**src/rtl/cpu_bus_ctrl_if.sv**
```systemverilog
// CPU-side bus and device-side handshake signals of the bus controller.
// The controller takes the slave view; the CPU/device side takes the master view.
interface cpu_bus_ctrl_if #(
    parameter int ADDR_W = 32,
    parameter int DATA_W = 32
);
    logic              i_bus_clk;
    logic              i_bus_we;
    logic [ADDR_W-1:0] i_bus_addr;
    logic [DATA_W-1:0] i_bus_data;
    logic [DATA_W-1:0] o_bus_data;
    logic              o_bus_data_ready;
    logic              o_bus_err;
    logic              o_busy;
    logic [1:0]        o_dev_sel;
    logic              o_dev_we;
    logic [15:0]       o_dev_addr;
    logic [DATA_W-1:0] o_dev_wdata;
    logic [DATA_W-1:0] i_dev_rdata;
    logic [1:0]        i_dev_ack;

    modport slave (
        input  i_bus_clk, i_bus_we, i_bus_addr, i_bus_data,
        input  i_dev_rdata, i_dev_ack,
        output o_bus_data, o_bus_data_ready, o_bus_err, o_busy,
        output o_dev_sel, o_dev_we, o_dev_addr, o_dev_wdata
    );

    modport master (
        output i_bus_clk, i_bus_we, i_bus_addr, i_bus_data,
        output i_dev_rdata, i_dev_ack,
        input  o_bus_data, o_bus_data_ready, o_bus_err, o_busy,
        input  o_dev_sel, o_dev_we, o_dev_addr, o_dev_wdata
    );
endinterface

```
**src/rtl/cpu_bus_ctrl.sv**
```systemverilog
// Bus controller behind the CPU: decodes pages into two devices,
// runs a req/ack handshake with timeout, returns data plus a ready pulse.
module cpu_bus_ctrl #(
    parameter int          ADDR_W    = 32,
    parameter int          DATA_W    = 32,
    parameter logic [15:0] DEV0_PAGE = 16'h0001,
    parameter logic [15:0] DEV1_PAGE = 16'h0002,
    parameter int          TIMEOUT   = 16,
    parameter logic [DATA_W-1:0] ERR_DATA = 32'hFFFF_FFFF
) (
    input logic i_cpu_clk,
    input logic i_rst,
    cpu_bus_ctrl_if.slave bus
);
    localparam int CNT_W = (TIMEOUT > 2) ? $clog2(TIMEOUT) : 1;
    localparam logic [CNT_W-1:0] CNT_LAST = CNT_W'(TIMEOUT - 1);

    typedef enum logic [1:0] {
        IDLE,
        ACCESS,
        RESPOND
    } state_t;

    state_t            state_q, state_d;
    logic              prev_q, prev_d;
    logic [1:0]        sel_q, sel_d;
    logic              we_q, we_d;
    logic [15:0]       addr_q, addr_d;
    logic [DATA_W-1:0] wdata_q, wdata_d;
    logic [CNT_W-1:0]  cnt_q, cnt_d;
    logic [DATA_W-1:0] data_q, data_d;
    logic              err_q, err_d;

    logic        start;
    logic        ack_hit;
    logic [15:0] page;

    assign start   = bus.i_bus_clk & ~prev_q;
    assign ack_hit = |(bus.i_dev_ack & sel_q);
    assign page    = bus.i_bus_addr[ADDR_W-1 -: 16];

    // Next-state and datapath: decode on strobe edge, wait for ack or timeout.
    always_comb begin
        state_d = state_q;
        prev_d  = bus.i_bus_clk;
        sel_d   = sel_q;
        we_d    = we_q;
        addr_d  = addr_q;
        wdata_d = wdata_q;
        cnt_d   = cnt_q;
        data_d  = data_q;
        err_d   = err_q;
        unique case (state_q)
            IDLE: begin
                if (start) begin
                    if (page == DEV0_PAGE || page == DEV1_PAGE) begin
                        sel_d   = (page == DEV0_PAGE) ? 2'b01 : 2'b10;
                        we_d    = bus.i_bus_we;
                        addr_d  = bus.i_bus_addr[15:0];
                        wdata_d = bus.i_bus_we ? bus.i_bus_data : '0;
                        cnt_d   = '0;
                        err_d   = 1'b0;
                        state_d = ACCESS;
                    end else begin
                        data_d  = ERR_DATA;
                        err_d   = 1'b1;
                        state_d = RESPOND;
                    end
                end
            end
            ACCESS: begin
                if (ack_hit) begin
                    data_d  = we_q ? '0 : bus.i_dev_rdata;
                    err_d   = 1'b0;
                    sel_d   = 2'b00;
                    we_d    = 1'b0;
                    state_d = RESPOND;
                end else if (cnt_q == CNT_LAST) begin
                    data_d  = ERR_DATA;
                    err_d   = 1'b1;
                    sel_d   = 2'b00;
                    we_d    = 1'b0;
                    state_d = RESPOND;
                end else begin
                    cnt_d = cnt_q + CNT_W'(1);
                end
            end
            RESPOND: begin
                err_d   = 1'b0;
                state_d = IDLE;
            end
            default: state_d = IDLE;
        endcase
    end

    // State and datapath registers with synchronous reset.
    always_ff @(posedge i_cpu_clk) begin
        if (i_rst) begin
            state_q <= IDLE;
            prev_q  <= 1'b0;
            sel_q   <= '0;
            we_q    <= 1'b0;
            addr_q  <= '0;
            wdata_q <= '0;
            cnt_q   <= '0;
            data_q  <= '0;
            err_q   <= 1'b0;
        end else begin
            state_q <= state_d;
            prev_q  <= prev_d;
            sel_q   <= sel_d;
            we_q    <= we_d;
            addr_q  <= addr_d;
            wdata_q <= wdata_d;
            cnt_q   <= cnt_d;
            data_q  <= data_d;
            err_q   <= err_d;
        end
    end

    assign bus.o_bus_data       = data_q;
    assign bus.o_bus_data_ready = (state_q == RESPOND);
    assign bus.o_bus_err        = (state_q == RESPOND) & err_q;
    assign bus.o_busy           = (state_q != IDLE);
    assign bus.o_dev_sel        = sel_q;
    assign bus.o_dev_we         = we_q;
    assign bus.o_dev_addr       = addr_q;
    assign bus.o_dev_wdata      = wdata_q;
endmodule

```
**src/flat_wrapper.sv**
```systemverilog
// flat-port wrapper written by rule: the top's interface ports become plain ports
module cpu_bus_ctrl_flat 
#(
    parameter int          ADDR_W    = 32,
    parameter int          DATA_W    = 32,
    parameter logic [15:0] DEV0_PAGE = 16'h0001,
    parameter logic [15:0] DEV1_PAGE = 16'h0002,
    parameter int          TIMEOUT   = 16,
    parameter logic [DATA_W-1:0] ERR_DATA = 32'hFFFF_FFFF
)
  (i_cpu_clk, i_rst, bus_i_bus_clk, bus_i_bus_we, bus_i_bus_addr, bus_i_bus_data, bus_i_dev_rdata, bus_i_dev_ack, bus_o_bus_data, bus_o_bus_data_ready, bus_o_bus_err, bus_o_busy, bus_o_dev_sel, bus_o_dev_we, bus_o_dev_addr, bus_o_dev_wdata);
  cpu_bus_ctrl_if #(.ADDR_W(ADDR_W), .DATA_W(DATA_W)) bus_i ();
  input logic i_cpu_clk;
  input logic i_rst;
  input wire logic [$bits(bus_i.i_bus_clk)-1:0] bus_i_bus_clk;
  input wire logic [$bits(bus_i.i_bus_we)-1:0] bus_i_bus_we;
  input wire logic [$bits(bus_i.i_bus_addr)-1:0] bus_i_bus_addr;
  input wire logic [$bits(bus_i.i_bus_data)-1:0] bus_i_bus_data;
  input wire logic [$bits(bus_i.i_dev_rdata)-1:0] bus_i_dev_rdata;
  input wire logic [$bits(bus_i.i_dev_ack)-1:0] bus_i_dev_ack;
  output wire logic [$bits(bus_i.o_bus_data)-1:0] bus_o_bus_data;
  output wire logic [$bits(bus_i.o_bus_data_ready)-1:0] bus_o_bus_data_ready;
  output wire logic [$bits(bus_i.o_bus_err)-1:0] bus_o_bus_err;
  output wire logic [$bits(bus_i.o_busy)-1:0] bus_o_busy;
  output wire logic [$bits(bus_i.o_dev_sel)-1:0] bus_o_dev_sel;
  output wire logic [$bits(bus_i.o_dev_we)-1:0] bus_o_dev_we;
  output wire logic [$bits(bus_i.o_dev_addr)-1:0] bus_o_dev_addr;
  output wire logic [$bits(bus_i.o_dev_wdata)-1:0] bus_o_dev_wdata;
  assign bus_i.i_bus_clk = bus_i_bus_clk;
  assign bus_i.i_bus_we = bus_i_bus_we;
  assign bus_i.i_bus_addr = bus_i_bus_addr;
  assign bus_i.i_bus_data = bus_i_bus_data;
  assign bus_i.i_dev_rdata = bus_i_dev_rdata;
  assign bus_i.i_dev_ack = bus_i_dev_ack;
  assign bus_o_bus_data = bus_i.o_bus_data;
  assign bus_o_bus_data_ready = bus_i.o_bus_data_ready;
  assign bus_o_bus_err = bus_i.o_bus_err;
  assign bus_o_busy = bus_i.o_busy;
  assign bus_o_dev_sel = bus_i.o_dev_sel;
  assign bus_o_dev_we = bus_i.o_dev_we;
  assign bus_o_dev_addr = bus_i.o_dev_addr;
  assign bus_o_dev_wdata = bus_i.o_dev_wdata;
  cpu_bus_ctrl #(.ADDR_W(ADDR_W), .DATA_W(DATA_W), .DEV0_PAGE(DEV0_PAGE), .DEV1_PAGE(DEV1_PAGE), .TIMEOUT(TIMEOUT), .ERR_DATA(ERR_DATA)) u_core (.i_cpu_clk(i_cpu_clk), .i_rst(i_rst), .bus(bus_i));
endmodule
```
**config.mk**
```make
export PLATFORM = sky130hd
export DESIGN_NAME = cpu_bus_ctrl_flat
export DESIGN_NICKNAME = d
export VERILOG_FILES = /design/src/rtl/cpu_bus_ctrl_if.sv /design/src/rtl/cpu_bus_ctrl.sv /design/src/flat_wrapper.sv
export SDC_FILE = /design/constraint.sdc
export NUM_CORES = 1
export LEC_CHECK = 0
export ABC_AREA = 1
export CORE_MARGIN = 4
export CORE_UTILIZATION = 24
export CTS_BUF_LIST = sky130_fd_sc_hd__clkbuf_4
export CTS_CLUSTER_DIAMETER = 200
export DETAILED_ROUTE_END_ITERATION = 7
export SLEW_MARGIN = 20
export SYNTH_ARGS = -nofsm -noshare
export SYNTH_HDL_FRONTEND = slang
export SYNTH_SLANG_ARGS = --single-unit
```
**constraint.sdc**
```tcl
create_clock -name i_cpu_clk -period 2.2 [get_ports i_cpu_clk]
set_input_delay 0.44 -clock i_cpu_clk [delete_from_list [all_inputs] [get_ports i_cpu_clk]]
set_output_delay 0.44 -clock i_cpu_clk [all_outputs]
set_load 0.01 [all_outputs]
```
==> flow_summary.yaml, run 1 <==
status:
  status: "finished, final reports clean"
pwr:
  power_per_cell_area_nw_per_um2: 518
  vdd_ir_drop_max_uv: 220
  cellLeakagePower_nw: 2.97
  p_total_mw: 3.53
setup_path:
  critical_path_peak_fanout: 4
  crit_required_ns: 1.76
  cp_num_buf_inv: 2
  crit_path_start: "u_core.state_q[0]"
  cp_data_arrival_time_ns: 1.62
  cell_family_contributing_the_most_delay_on_the_critical_path: "buffers and inverters"
  critical_path.slowest_cell: "sky130_fd_sc_hd__clkdlybuf4s50_1"
  worstPathCellList: "inv_1, ha_1, clkdlybuf4s50_1"
  critical_path.reg2reg.startpoint: "u_core.state_q[1]"
  crit_path_max_incr_delay_ns: 0.57
  worstSetupEndpointType: "output pin"
  worst-setup-path-type: "reg2out"
  worst_setup_path_start_kind: "register"
hold_path:
  worstHoldStart: "u_core.err_q"
  holdCritPathClass: "reg2reg"
placement:
  globalplace.congestion: 0.796
  buffer_ports.inserted: 187
  place.detailed.hpwl_um: 9420
clock_network:
  cts.repair_timing.setup_buffer_count: 0
  htree_levels: 3
  clock_insertion_delay_worst_skew_ns: 0.45
  numClockSinks: 91
  worst_setup_hold_path_clk_slew_ns: 0.15
  tritoncts: "yes"
  max-clock-path-buffers: 2
  cts.root.buffer_cell: "sky130_fd_sc_hd__clkbuf_4"
  tritoncts_buffer_count: 9
sta:
  grt_setup_unrepaired: "no"
  maxClockFrequency_ghz: 0.485
  final.setup_skew_ns: 0.0218
  slew_headroom: 0.325
  timing_hold_violations_final: 0
  layout_min_cycle_time_ns: 2.06
  report.final.setup_viol: 0
  portion_of_the_clock_cycle_consumed_by_the_worst_path_in_the_final_layout: 0.937
  fin_tns_setup_ns: 0
  worst_margin_slew_ns: 1.01
  final_max_slew_viol_count: 0
die:
  die_h_um: 146
  floorplan.initialDensity: 0.243
  core_um2: 18700
  die_width_um: 146
  placementRows: 50
  die_area_um2: 21200
  floorplan.io_pins: 188
routing:
  avgRoutedWirePerCell_um: 12.3
  top_layer_used: "met4"
  detail_route.iter0.violations: 211
  ant_nets: 0
  via_per_inst: 4.24
  routed_wl_um: 13700
  detailroute.wirelength.met2_um: 5840
  wl_met3_um: 1150
  detailedRoute.firstPassIterationCount: 4
  drc: 0
  met1_length_um: 6540
  vias: 4744
final_layout:
  area_growth_syn_to_layout_pct: 49.8
  mostFrequentLayoutCells: "194 x sky130_fd_sc_hd__nand2_1, 185 x sky130_fd_sc_hd__clkdlybuf4s50_1, 117 x sky130_fd_sc_hd__nor2_1"
  fin_nets: 988
  antennaDiodeCount: 0
  fillers: 2023
  layout_commonest_cell: "sky130_fd_sc_hd__nand2_1"
  share_of_post_route_cells_with_drive_strength_above_1: 0.0441
global_routing:
  gr-usage-all-layers: 0.129
  grt_first_pass_wirelength_um: 22700
  vias_in_the_first_global_route: 4435
  antenna_found_initial: 0
  largest_net_degree_at_the_start_of_global_routing: 65
  global_route.overflow_total: 0
logic_synthesis:
  total_standard_cell_area_after_synthesis_um2: 4550
  synth_cells: 720
  yosys.cell_types.count: 22
  synth_area_per_cell_um2: 6.32
  synthesis.nets: 827
  synth.yosys.warnings: 0
  post-synth-top-area-cell: "sky130_fd_sc_hd__dfxtp_1"
  yosys_register_bits: 91
  synth_seq_area_share: 0.400
  netlist_top_cells_area: "sky130_fd_sc_hd__dfxtp_1 40%, sky130_fd_sc_hd__nand2_1 16%, sky130_fd_sc_hd__nor2_1 9.7%, sky130_fd_sc_hd__a21oi_1 8.4%, sky130_fd_sc_hd__inv_1 8.0%"
  netlist.area_leader.share: 0.400
job:
  max-cap-violations: 0
[per-layer routing]
layer / vias to the layer above / GRT usage
li1: 2544 / -
met1: 2039 / 0.171
met2: 147 / 0.197
met3: 14 / 0.0461
met4: 0 / 0.0418
met5: - / 0
[cells in the mapped netlist]
cell / count
sky130_fd_sc_hd__nand3_1: 43
sky130_fd_sc_hd__nand3b_1: 1
sky130_fd_sc_hd__ha_1: 5
sky130_fd_sc_hd__clkinv_1: 1
sky130_fd_sc_hd__inv_2: 1
sky130_fd_sc_hd__nor2_1: 117
sky130_fd_sc_hd__o21ai_0: 2
sky130_fd_sc_hd__buf_1: 1
sky130_fd_sc_hd__buf_2: 20
sky130_fd_sc_hd__nand3_4: 1
sky130_fd_sc_hd__inv_1: 97
sky130_fd_sc_hd__clkbuf_1: 27
sky130_fd_sc_hd__xor2_1: 1
sky130_fd_sc_hd__a21oi_1: 76
sky130_fd_sc_hd__dfxtp_1: 91
sky130_fd_sc_hd__buf_4: 3
sky130_fd_sc_hd__nor2_8: 1
sky130_fd_sc_hd__nor2_2: 2
sky130_fd_sc_hd__a21oi_2: 1
sky130_fd_sc_hd__nand4_1: 34
sky130_fd_sc_hd__nand2_1: 194
sky130_fd_sc_hd__nand2_2: 1
[worst paths after layout]
check | slack (ns) | to | cells past startpoint
max | 0.14 | bus_o_bus_data_ready | 3
max reg2reg | 0.31 | u_core.bus.o_bus_data[13] | 10
min reg2reg | 0.48 | u_core.err_q | 2
min | 0.48 | u_core.err_q | 2
[cell type report]
cell class	instances	area, µm²	area share
clock buffer	12	90.1	0.0132
clock inverter	3	40.0	0.00587
inverter	99	372	0.0545
multi-input combinational	479	2140	0.314
sequential	91	1820	0.267
tap	234	293	0.0430
timing repair buffer	201	2060	0.302
[registers in the layout (all words and copies together), names as in the netlist]
name and flops:
u_core.bus.o_bus_data 32, u_core.bus.o_dev_sel 2, u_core.bus.o_dev_we 1, u_core.bus.o_dev_wdata 32, u_core.cnt_q 4, u_core.prev_q 1, u_core.state_q 2, u_core.err_q 1
u_core.bus.o_dev_addr 16
[report_power, final]
group / internal [mW] / total, mW / switching, mW
combinational: 0.423 / 0.794 / 0.371
clock: 0.377 / 0.951 / 0.573
sequential: 1.73 / 1.78 / 0.0498
total: 2.53 / 3.53 / 0.994
[timing repair]
item | in CTS | in global routing
hold buffers | 0 | 0
resized for setup | 4 | 0
setup endpoints to repair | 2 | 0
[logic make-up (layout without fill, tap and decap cells)]
group	after synthesis	after routing	share of synthesized area
simple gates	394	394	0.365
buf+inv	150	315	0.132
flops	91	91	0.400
compound gates	79	79	0.0877
fa+ha+maj	5	5	0.0137
xor+xnor	1	1	0.00193
[through the flow]
step	area, µm²	util	worst slack (ns)	cells	hold slack (ns)
6_report	6820	0.364	0.138	1119	0.484
5_1_grt	6820	0.364	0.0300	1119	0.504
4_1_cts	6820	0.364	0.0666	1119	0.464
3_5_place_dp	6690	0.357	0.0791	1104	0.459
3_3_place_gp	6690	0.357	0.107	1104	0.459
2_1_floorplan	4550	-	0.546	720	0.445
[worst reg2reg max path: stages (launching register included)]
cell and delay [ns]:
sky130_fd_sc_hd__dfxtp_1 0.35, sky130_fd_sc_hd__inv_1 0.10, sky130_fd_sc_hd__ha_1 0.32, sky130_fd_sc_hd__inv_1 0.16
sky130_fd_sc_hd__nand2_1 0.11, sky130_fd_sc_hd__inv_1 0.07, sky130_fd_sc_hd__nor2_4 0.24, sky130_fd_sc_hd__buf_12 0.22
sky130_fd_sc_hd__nand3_1 0.11, sky130_fd_sc_hd__nand2_1 0.07, sky130_fd_sc_hd__nor2_1 0.04
No activity file was read; power rests on OpenSTA's default activity.
==> run 2, diff against run 1 <==
Settings changed: CORE_UTILIZATION 24 to 45, PLACE_DENSITY from default to 0.84.
==> run 2 against run 1 <==
Maximum frequency is essentially flat; register-to-register slack gained 0.02 ns; clock skew shrank 0.016 ns; final cell count shrank 8.9%; largest cell class unchanged; core utilization grew 32 points.
==> flow_summary.yaml, run 2 (same netlist as run 1, synthesis figures left out) <==
sta:
  slew_headroom: 0.359
  final.setup_skew_ns: 0.00616
  fin_tns_setup_ns: 0
  layout_min_cycle_time_ns: 2.06
  timing_hold_violations_final: 0
  worst_margin_slew_ns: 0.960
  portion_of_the_clock_cycle_consumed_by_the_worst_path_in_the_final_layout: 0.937
  maxClockFrequency_ghz: 0.485
  final_max_slew_viol_count: 0
  report.final.setup_viol: 0
  grt_setup_unrepaired: "no"
final_layout:
  fin_nets: 988
  layout.area.seq_um2: 1820
  layout_commonest_cell: "sky130_fd_sc_hd__nand2_1"
  share_of_post_route_cells_with_drive_strength_above_1: 0.0440
  final_design_area_no_fill_um2: 6710
  mostFrequentLayoutCells: "194 x sky130_fd_sc_hd__nand2_1, 185 x sky130_fd_sc_hd__clkdlybuf4s50_1, 117 x sky130_fd_sc_hd__nor2_1"
  multi_input_comb_area_um2: 2130
  antennaDiodeCount: 0
  fillers: 868
  area_growth_syn_to_layout_pct: 47.3
die:
  die_h_um: 109
  floorplan.initialDensity: 0.463
  die_width_um: 109
  placementRows: 36
  floorplan.io_pins: 188
  core_um2: 9820
  die_area_um2: 11800
routing:
  avgRoutedWirePerCell_um: 12.3
  vias: 4826
  via_per_inst: 4.74
  routed_wl_um: 12600
  detailedRoute.firstPassIterationCount: 5
  detailroute.wirelength.met2_um: 5550
  drc: 0
  wl_met3_um: 1210
  detail_route.iter0.violations: 237
  ant_nets: 0
  met1_length_um: 5520
  top_layer_used: "met5"
global_routing:
  gr-usage-all-layers: 0.214
  antenna_found_initial: 1
  largest_net_degree_at_the_start_of_global_routing: 65
  global_route.overflow_total: 0
  vias_in_the_first_global_route: 4346
  grt_first_pass_wirelength_um: 20500
clock_network:
  max-clock-path-buffers: 2
  tritoncts: "yes"
  htree_levels: 3
  worst_setup_hold_path_clk_slew_ns: 0.14
  ctsHoldBuffers: 0
  cts.root.buffer_cell: "sky130_fd_sc_hd__clkbuf_4"
  clock_insertion_delay_worst_skew_ns: 0.44
  numClockSinks: 91
  tritoncts_buffer_count: 9
hold_path:
  holdCritPathClass: "reg2reg"
setup_path:
  worstPathCellList: "inv_1, ha_1, clkdlybuf4s50_1"
  worstSetupEndpointType: "output pin"
  crit_required_ns: 1.76
  crit_path_max_incr_delay_ns: 0.56
  worst-setup-path-type: "reg2out"
  cp_data_arrival_time_ns: 1.62
  critical_path.slowest_cell: "sky130_fd_sc_hd__clkdlybuf4s50_1"
  critical_path_peak_fanout: 4
  worst_setup_path_start_kind: "register"
pwr:
  cellLeakagePower_nw: 2.98
  vdd_ir_drop_max_uv: 291
  power_per_cell_area_nw_per_um2: 539
placement:
  globalplace.congestion: 0.824
  buffer_ports.inserted: 187
  place.detailed.hpwl_um: 8690
  dpl-instance-area_um2: 6550
job:
  max-cap-violations: 0
status:
  status: "finished, final reports clean"
run 2: metal layers:
metal | GRT usage | vias up
met5 | 0 | -
met4 | 0.0821 | 2
met3 | 0.0734 | 25
met2 | 0.332 | 155
met1 | 0.275 | 2090
li1 | - | 2554
run 2: what timing repair did:
| item | in CTS | in global routing |
|---|---|---|
| endpoints found under the setup margin | 2 | 0 |
| buffers inserted | 0 | 0 |
| resized for setup | 4 | 0 |
run 2: final timing paths:
| check | start | to | slack (ns) | cells past startpoint |
|---|---|---|---|---|
| worst max-delay path | u_core.state_q[0] | bus_o_bus_data_ready | 0.14 | 3 |
| worst min-delay path | u_core.err_q | u_core.err_q | 0.49 | 2 |
| worst min register to register | u_core.err_q | u_core.err_q | 0.49 | 2 |
| worst max register to register | u_core.state_q[1] | u_core.bus.o_dev_sel[1] | 0.33 | 10 |
run 2: area by class of cell:
class / instances / share of cell area
Tap cell: 133 / 0.0248
Clock inverter: 7 / 0.0136
Inverter: 99 / 0.0554
Clock buffer: 9 / 0.0101
Timing Repair Buffer: 201 / 0.306
Sequential cell: 91 / 0.272
Multi-Input combinational cell: 479 / 0.318
run 2: through the flow:
stage | setup WS, ns | utilization | std cells | total power [mW] | hold WS [ns]
after floorplan | 0.546 | - | 720 | 2.17 | 0.445
after CTS | 0.0849 | 0.683 | 1019 | 3.64 | 0.491
final | 0.140 | 0.683 | 1019 | 3.61 | 0.492
after global placement | 0.154 | 0.667 | 1003 | 2.59 | 0.460
after detailed placement | 0.0986 | 0.667 | 1003 | 2.59 | 0.468
after global routing | 0.0668 | 0.683 | 1019 | 3.80 | 0.521
run 2: critical path: cells and delay by family, from the launching register on:
| family | cells | cell delay [ns] |
|---|---|---|
| adder cells (fa/ha/maj) | 1 | 0.18 |
| buffers and inverters | 2 | 0.64 |
| flip-flops | 1 | 0.37 |
run 2: power by group:
part / internal, mW / switching, mW / total [mW] / leakage [nW]
Sequential: 1.74 / 0.0474 / 1.78 / 0.744
Clock: 0.460 / 0.593 / 1.05 / 0.0877
Combinational: 0.413 / 0.365 / 0.778 / 2.15
==> run 3, diff against run 2 <==
Settings changed: PLACE_DENSITY 0.84 to 0.82.
==> run 3 against run 2 <==
Global-route usage grew 0.63 points; critical path depth is the same; largest power group unchanged; clock power increased by 9%; non-clock buffer count stayed put; highest routed layer is now met4; die area unchanged; first-iteration DRC count up 14%.
==> flow_summary.yaml, run 3 (same netlist as run 1, synthesis figures left out) <==
pwr:
  power.share.combinational: 0.210
  p_clk_frac: 0.308
  switching_share: 0.266
  internal_power_mw: 2.72
  vdd_ir_drop_max_uv: 311
  net-switching-power_mw: 0.989
  cellLeakagePower_nw: 2.99
  sequentialPowerShare: 0.482
  power_per_cell_area_nw_per_um2: 553
sta:
  worst_slack_ns: 0.176
  final_max_slew_viol_count: 0
  maxClockFrequency_ghz: 0.494
  layout_min_cycle_time_ns: 2.02
  final.setup_skew_ns: 0.0127
  slew_headroom: 0.364
  grt_setup_unrepaired: "no"
  fin_tns_setup_ns: 0
  portion_of_the_clock_cycle_consumed_by_the_worst_path_in_the_final_layout: 0.920
  report.final.setup_viol: 0
  timing_hold_violations_final: 0
  worst_margin_slew_ns: 0.952
setup_path:
  worst-setup-path-type: "reg2out"
  cp_data_arrival_time_ns: 1.58
  crit_required_ns: 1.76
  rrSetupSlack_ns: 0.28
  crit_path_start: "u_core.state_q[0]"
  critical_path_peak_fanout: 4
  worstReg2RegEnd: "u_core.bus.o_bus_data[14]"
  worstSetupEndpointType: "output pin"
  critical_path.reg2reg.startpoint: "u_core.state_q[1]"
  worst_setup_path_start_kind: "register"
  reg2reg_depth: 10
clock_network:
  numClockSinks: 91
  cts.root.buffer_cell: "sky130_fd_sc_hd__clkbuf_4"
  clock_insertion_delay_worst_skew_ns: 0.43
  tritoncts: "yes"
  ctsHoldBuffers: 0
  max-clock-path-buffers: 2
  htree_levels: 3
  worst_setup_hold_path_clk_slew_ns: 0.13
  tritoncts_buffer_count: 9
routing:
  via_per_inst: 4.86
  detail_route.iter0.violations: 269
  detailedRoute.firstPassIterationCount: 5
  wl_met3_um: 1140
  avgRoutedWirePerCell_um: 12.9
  detailroute.wirelength.met2_um: 6260
  met1_length_um: 5450
  top_layer_used: "met4"
  drc: 0
  routed_wl_um: 13100
  vias: 4948
  ant_nets: 0
placement:
  post-place-ws_ns: 0.0893
  buffer_ports.inserted: 187
  globalplace.congestion: 0.813
  place.detailed.hpwl_um: 9280
final_layout:
  fin_nets: 988
  mostFrequentLayoutCells: "194 x sky130_fd_sc_hd__nand2_1, 185 x sky130_fd_sc_hd__clkdlybuf4s50_1, 117 x sky130_fd_sc_hd__nor2_1"
  area_growth_syn_to_layout_pct: 47.4
  layout_commonest_cell: "sky130_fd_sc_hd__nand2_1"
  share_of_post_route_cells_with_drive_strength_above_1: 0.0429
  antennaDiodeCount: 0
global_routing:
  gr-usage-all-layers: 0.221
  largest_net_degree_at_the_start_of_global_routing: 65
  grt_first_pass_wirelength_um: 21200
  global_route.overflow_total: 0
  antenna_found_initial: 0
  vias_in_the_first_global_route: 4610
hold_path:
  holdPathEnd: "u_core.bus.o_dev_sel[1]"
  worstHoldStart: "u_core.bus.o_dev_sel[1]"
  hold_depth: 2
  holdCritPathClass: "reg2reg"
die:
  core_um2: 9820
  die_h_um: 109
  die_width_um: 109
  die_area_um2: 11800
  floorplan.io_pins: 188
  placementRows: 36
  floorplan.initialDensity: 0.463
job:
  max-cap-violations: 0
status:
  status: "finished, final reports clean"
[run 3: timing repair]
action	in CTS	in global routing
resized for setup	2	1
endpoints found under the setup margin	1	1
buffers inserted	0	0
[run 3: through the flow]
stage / hold WS, ns / util / power [mW] / area [µm²] / std cells
detailed placement: 0.467 / 0.664 / 2.60 / 6520 / 1003
floorplan: 0.445 / - / 2.17 / 4550 / 720
finish: 0.492 / 0.683 / 3.71 / 6710 / 1019
global route: 0.509 / 0.683 / 3.89 / 6710 / 1019
global placement: 0.455 / 0.664 / 2.58 / 6520 / 1003
CTS: 0.494 / 0.683 / 3.73 / 6710 / 1019
[run 3: area by class of cell]
class | instances | area, µm²
Clock buffer | 9 | 67.6
Sequential cell | 91 | 1820
Tap cell | 133 | 166
Inverter | 99 | 372
Timing Repair Buffer | 201 | 2030
Clock inverter | 7 | 116
Multi-Input combinational cell | 479 | 2130
Fill cell | 869 | 3110
[run 3: how the worst max path moves through the flow]
stage | to | slack, ns
final | bus_o_bus_data_ready | 0.18
after global routing | bus_o_bus_data_ready | 0.08
after CTS | bus_o_bus_err | 0.04
after detailed placement | u_core.bus.o_bus_data[6] | 0.09
after global placement | u_core.bus.o_dev_wdata[29] | 0.12
after floorplan | u_core.bus.o_bus_data[0] | 0.55
[run 3: routing by layer]
metal	track usage	vias to the layer above
met5	0	-
met4	0.0766	0
met3	0.0543	24
met2	0.375	194
met1	0.272	2183
li1	-	2547
[run 3: power by group through the flow]
stage | logic (mW) | registers (mW) | clock network (mW)
after floorplan | 0.320 | 1.85 | 0
after global placement | 0.763 | 1.82 | 0
after detailed placement | 0.778 | 1.82 | 0
after CTS | 0.781 | 1.79 | 1.17
after global routing | 0.853 | 1.80 | 1.24
final | 0.779 | 1.79 | 1.14
[run 3: critical path, cell delays in order (launching register included)]
cell and delay [ns]:
sky130_fd_sc_hd__dfxtp_2 0.36, sky130_fd_sc_hd__inv_1 0.08, sky130_fd_sc_hd__ha_1 0.17, sky130_fd_sc_hd__clkdlybuf4s50_1 0.55
